File: src/rtl/id_scoreboard_pkg.sv
// Shared sizing for the ID-stage register scoreboard.
// Holds register-file geometry and the width of the outstanding-write total.
package id_scoreboard_pkg;

    localparam int REG_INDEX_SIZE  = 5;
    localparam int NUM_REGS        = 1 << REG_INDEX_SIZE;
    localparam int SB_PENDING_SIZE = 7;

endpackage

File: src/rtl/sb_entry.sv
// One scoreboard counter: outstanding long-latency writes to a single register.
// busy/full are reported after the same-cycle retire bypass.
module sb_entry #(
    parameter int SB_CNT_SIZE = 2
) (
    input  logic clk,
    input  logic rst,
    input  logic inc_i,
    input  logic dec_i,
    output logic busy_o,
    output logic full_o,
    output logic underflow_o,
    output logic overflow_o
);

    localparam logic [SB_CNT_SIZE-1:0] CNT_MAX = '1;

    logic [SB_CNT_SIZE-1:0] cnt_q;
    logic [SB_CNT_SIZE-1:0] cnt_d;
    logic [SB_CNT_SIZE-1:0] eff;
    logic                   dec_ok;

    // A retire against an empty counter is an error and is dropped.
    assign underflow_o = dec_i & (cnt_q == '0);
    assign dec_ok      = dec_i & ~underflow_o;
    assign eff         = cnt_q - {{(SB_CNT_SIZE-1){1'b0}}, dec_ok};
    assign busy_o      = (eff != '0);
    assign full_o      = (eff == CNT_MAX);
    assign overflow_o  = inc_i & full_o;

    // NOTE: give every always_comb output a default first so no path leaves it unassigned (no latch).
    always_comb begin
        cnt_d = eff;
        if (inc_i && !overflow_o) begin
            cnt_d = eff + 1'b1;
        end
    end

    // NOTE: state uses non-blocking assignments; the async reset sits in the sensitivity list.
    always_ff @(posedge clk or posedge rst) begin
        if (rst) begin
            cnt_q <= '0;
        end else begin
            cnt_q <= cnt_d;
        end
    end

endmodule

File: src/rtl/id_scoreboard.sv
// ID-stage register scoreboard: stalls readers of registers with unretired
// long-latency writes and issuers that would over-subscribe a register's counter.
module id_scoreboard
    import id_scoreboard_pkg::*;
#(
    parameter int SB_CNT_SIZE = 2
) (
    input  logic                       clk,
    input  logic                       rst,
    input  logic [REG_INDEX_SIZE-1:0]  id_rs1_index_i,
    input  logic                       id_rs1_ren_i,
    input  logic [REG_INDEX_SIZE-1:0]  id_rs2_index_i,
    input  logic                       id_rs2_ren_i,
    input  logic [REG_INDEX_SIZE-1:0]  id_rd_index_i,
    input  logic                       id_rd_wen_i,
    input  logic                       id_long_i,
    input  logic                       id_issue_i,
    input  logic                       retire_valid_i,
    input  logic [REG_INDEX_SIZE-1:0]  retire_rd_index_i,
    output logic                       stall_o,
    output logic                       rs1_busy_o,
    output logic                       rs2_busy_o,
    output logic [SB_PENDING_SIZE-1:0] pending_cnt_o,
    output logic                       err_o
);

    logic [NUM_REGS-1:0] inc_vec;
    logic [NUM_REGS-1:0] dec_vec;
    logic [NUM_REGS-1:0] busy_vec;
    logic [NUM_REGS-1:0] full_vec;
    logic [NUM_REGS-1:0] unf_vec;
    logic [NUM_REGS-1:0] ovf_vec;

    logic                       acc_req;
    logic                       full_stall;
    logic                       acc;
    logic                       retire_ok;
    logic [SB_PENDING_SIZE-1:0] pending_q;
    logic [SB_PENDING_SIZE-1:0] pending_d;
    logic                       err_q;
    logic                       err_d;

    // x0 has no counter: never busy or full, and any retire to it is an error.
    assign busy_vec[0] = 1'b0;
    assign full_vec[0] = 1'b0;
    assign unf_vec[0]  = dec_vec[0];
    assign ovf_vec[0]  = 1'b0;

    for (genvar r = 1; r < NUM_REGS; r++) begin : g_entry
        sb_entry #(
            .SB_CNT_SIZE (SB_CNT_SIZE)
        ) u_entry (
            .clk         (clk),
            .rst         (rst),
            .inc_i       (inc_vec[r]),
            .dec_i       (dec_vec[r]),
            .busy_o      (busy_vec[r]),
            .full_o      (full_vec[r]),
            .underflow_o (unf_vec[r]),
            .overflow_o  (ovf_vec[r])
        );
    end

    assign acc_req    = id_long_i & id_rd_wen_i & (id_rd_index_i != '0);
    assign rs1_busy_o = id_rs1_ren_i & busy_vec[id_rs1_index_i];
    assign rs2_busy_o = id_rs2_ren_i & busy_vec[id_rs2_index_i];
    assign full_stall = acc_req & full_vec[id_rd_index_i];
    assign stall_o    = id_issue_i & (rs1_busy_o | rs2_busy_o | full_stall);
    assign acc        = id_issue_i & ~stall_o & acc_req;
    assign retire_ok  = retire_valid_i & ~unf_vec[retire_rd_index_i];

    always_comb begin
        inc_vec = '0;
        dec_vec = '0;
        inc_vec[id_rd_index_i]     = acc;
        dec_vec[retire_rd_index_i] = retire_valid_i;
    end

    assign pending_d = pending_q + SB_PENDING_SIZE'(acc) - SB_PENDING_SIZE'(retire_ok);
    assign err_d     = err_q | (|unf_vec) | (|ovf_vec);

    always_ff @(posedge clk or posedge rst) begin
        if (rst) begin
            pending_q <= '0;
            err_q     <= 1'b0;
        end else begin
            pending_q <= pending_d;
            err_q     <= err_d;
        end
    end

    assign pending_cnt_o = pending_q;
    assign err_o         = err_q;

endmodule

File: config.mk
export PLATFORM = sky130hd
export DESIGN_NAME = id_scoreboard
export DESIGN_NICKNAME = d
export VERILOG_FILES = /design/src/rtl/id_scoreboard_pkg.sv /design/src/rtl/sb_entry.sv /design/src/rtl/id_scoreboard.sv
export SDC_FILE = /design/constraint.sdc
export NUM_CORES = 1
export LEC_CHECK = 0
export ABC_AREA = 1
export BUFFER_PORTS_ARGS = -buffer_cell sky130_fd_sc_hd__buf_2
export CAP_MARGIN = 10
export CORE_UTILIZATION = 45
export DETAILED_ROUTE_END_ITERATION = 10
export GPL_ROUTABILITY_DRIVEN = 0
export PLACE_DENSITY = 0.68
export SLEW_MARGIN = 10
export SYNTH_ARGS = -nofsm -noshare
export SYNTH_HDL_FRONTEND = slang
export SYNTH_HIERARCHICAL = 1
export SYNTH_SLANG_ARGS = --single-unit
File: constraint.sdc
create_clock -name clk -period 4.5 [get_ports clk]
set_clock_uncertainty 0.2 [all_clocks]
set_input_delay 0.225 -clock clk [delete_from_list [all_inputs] [get_ports clk]]
set_output_delay 0.225 -clock clk [all_outputs]
set_load 0.03 [all_outputs]
==> qor.yml <==
floorplanning:
  coreArea_mm2: 0.01877
  row_count: 50
  ios: 39
  die_y_um: 140.4
  die-area_mm2: 0.01971
  die_w_um: 140.4
  initial_core_util: 0.4591
grt:
  use_met3: 0.03692
  use_met2: 0.4442
  grt_pass1_wl_um: 39620
  grt_pass1_vias: 8273
  overflow: 0
  antenna_found_initial: 0
  grt_max_degree: 33
  grt-busiest-layer: "met2"
  grt_usage: 0.2595
  met1_usage: 0.3184
synthesis:
  synth_cells: 1397
  synth_nets: 1526
  async_flop_share: 1.000
  yosys_most_used_dff: "dfrtp_1"
  ys_seq_elements: 70
  synth-seq-area-share: 0.2033
  synth_edf_count: 0
  ys_warn_count: 6
  syn_avg_cell_area_um2: 6.168
  netlist_area_mm2: 0.008617
  yosysUniqueCellTypes: 30
timing:
  max_slew.worst_pin.slew_ns: 0.8660
  relSlewSlack: 0.4226
  finalCriticalPeriod_ns: 4.184
  layout_worst_path_cycle_share: 0.9298
  finalHoldViolCount: 0
  fmax_mhz: 239.0
  drv_slew: 0
  hold_ws_ns: 0.2661
  finalWorstSetupSlack_ns: 0.3158
  setup_viol: 0
detailed_routing:
  ant_nets: 0
  drt-initial-drc-count: 691
  drc_errors: 0
  via_per_inst: 4.904
  wl_um: 24750
  routedWlPerCell_um: 13.96
  firstDrtPassIters: 6
  vias: 8695
setup_path:
  slowest_stage: "nor4_2"
  crit_fanout: 16
  endpoint_kind: "register"
  required_ns: 4.53
  worst_setup_path_start_kind: "input pin"
  crit_arrival_ns: 4.22
  reg2regPathDepth: 27
  reg2reg_from: "g_entry[9].u_entry/cnt_q[1]"
  critPathLaunch: "retire_rd_index_i[4]"
  crit_path_end: "err_o"
  r2r_slack_ns: 0.59
  worstSetupPathType: "in2reg"
  r2r_end: "err_o"
  slowest_delay_ns: 0.35
cells_and_area:
  fin_nets: 1663
  multiInputGateArea_mm2: 0.005306
  drive_above_1_share: 0.2346
  regArea_mm2: 0.001752
  area_growth_pct: 17.42
  fillers: 1829
  diodes: 0
outcome:
  outcome: "finished clean"
clocking:
  cts_sinks: 70
  insertion_delay_ns: 0.35
  post_cts_buffers: 0
  htreeDepth: 3
  cts_max_path_buffers: 2
  cts.reportedPaths.clkPinSlew_ns: 0.06
  cts_root_buf: "clkbuf_16"
  cts_tree: "yes"
  numCtsBuffers: 9
power:
  peakVddDrop_v: 0.0002196
  p_per_area_mw_per_mm2: 421.4
  p_leak_nw: 6.226
  p_total_mw: 4.264
placed_design:
  hpwl_um: 19630
  post-place-ws_ns: -0.1734
  port_buffers: 38
run:
  cap_violations: 0
hold_path:
  hold_class: "in2reg"
-- layout make-up --
type                    count  share of cell area
repair buffers            140             0.09546
clock buffers              10             0.02362
flip-flops and latches     70              0.1731
well taps                 234             0.02894
clock inverters             6            0.006059
multi-input cells         913              0.5244
inverters                 400              0.1484
-- worst min path at each step --
stage	endpoint	slack, ns	from	cells past startpoint
detailed placement	err_o	0.28	err_o	2
global placement	err_o	0.28	err_o	2
floorplan	g_entry[10].u_entry/cnt_q[0]	-0.23	rst	1
finish	g_entry[3].u_entry/cnt_q[0]	0.27	id_rd_index_i[3]	7
global route	g_entry[15].u_entry/cnt_q[0]	0.32	id_rd_index_i[4]	7
CTS	g_entry[15].u_entry/cnt_q[0]	0.26	id_rd_index_i[4]	7
-- power by group --
group          switching, mW  internal, mW  leakage (nW)
Combinational           1.47         0.970          5.34
Sequential             0.183         0.896         0.739
Clock                  0.298         0.442         0.148
Total                   1.96          2.31          6.23
-- registers in the layout, summed over array words and instances (netlist names) --
signal                 cells
pending_cnt_o              7
err_o                      1
g_entry.u_entry/cnt_q     62
-- Yosys cell counts (2+ instances only) --
library cell	n	area, um^2
a22oi_1	11	82.58
ha_1	100	1251
nor2_2	2	12.51
nand3_2	31	310.3
nand2_2	62	387.9
a21oi_1	39	195.2
nand2_1	414	1554
nand3_1	58	290.3
nor3_1	47	235.2
buf_6	5	56.30
o21ai_0	5	25.02
dfrtp_1	70	1752
xor2_1	5	43.79
o211ai_1	2	15.01
inv_2	66	247.7
nand2_4	31	349.1
buf_2	8	40.04
nor2_1	79	296.5
nor4_1	15	93.84
nand4_1	5	31.28
inv_1	333	1250
-- critical path: cells and delay by family --
family / cells / cell delay, ns
AOI/OAI and AO/OA: 1 / 0.13
adders and majority gates: 2 / 0.36
buffers and inverters: 10 / 1.20
and+or+nand+nor: 18 / 2.29
-- what timing repair did --
item,in CTS,in global routing
endpoints found under the setup margin,0,2
hold buffers,1,0
gates resized for setup,0,15
endpoints found under the hold margin,62,0
-- placed cells by master (no fill, tap or decap), types with 31 or more instances in the layout --
master,n
nand2_1,410
ha_1,99
dfrtp_1,70
buf_4,99
inv_2,66
nand2_4,32
nor3_1,45
a21oi_1,39
buf_2,38
nand3_1,58
inv_1,333
nand2_2,65
nor2_1,79
nand3_2,31
-- metal layers --
| metal | vias up | wire length, um | part of all wire |
|---|---|---|---|
| li1 | 4411 | - | - |
| met1 | 3890 | 10410 | 0.42 |
| met2 | 323 | 11480 | 0.46 |
| met3 | 71 | 1775 | 0.072 |
| met4 | 0 | 1085 | 0.044 |
| met5 | - | 0 | 0 |
-- metrics by stage --
| step | instance area [um^2] | cells | util | setup TNS [ns] |
|---|---|---|---|---|
| after floorplan | 8617 | 1397 | - | 0 |
| after CTS | 10060 | 1773 | 0.5363 | 0 |
| after detailed placement | 9754 | 1756 | 0.5197 | -0.3223 |
| after global routing | 10120 | 1773 | 0.5391 | -0.02445 |
| final | 10120 | 1773 | 0.5391 | 0 |
| after global placement | 9754 | 1756 | 0.5197 | -0.2001 |
-- logic make-up after synthesis --
family | after synthesis | share of synthesized area
XOR/XNOR | 6 | 0.006098
adder cells (fa/ha/maj) | 101 | 0.1475
AND/OR/NAND/NOR | 746 | 0.4170
AO/OA/AOI/OAI | 60 | 0.03979
flip-flops | 70 | 0.2033
buffers and inverters | 414 | 0.1863
Note: power is estimated with default switching activity, not from simulation.
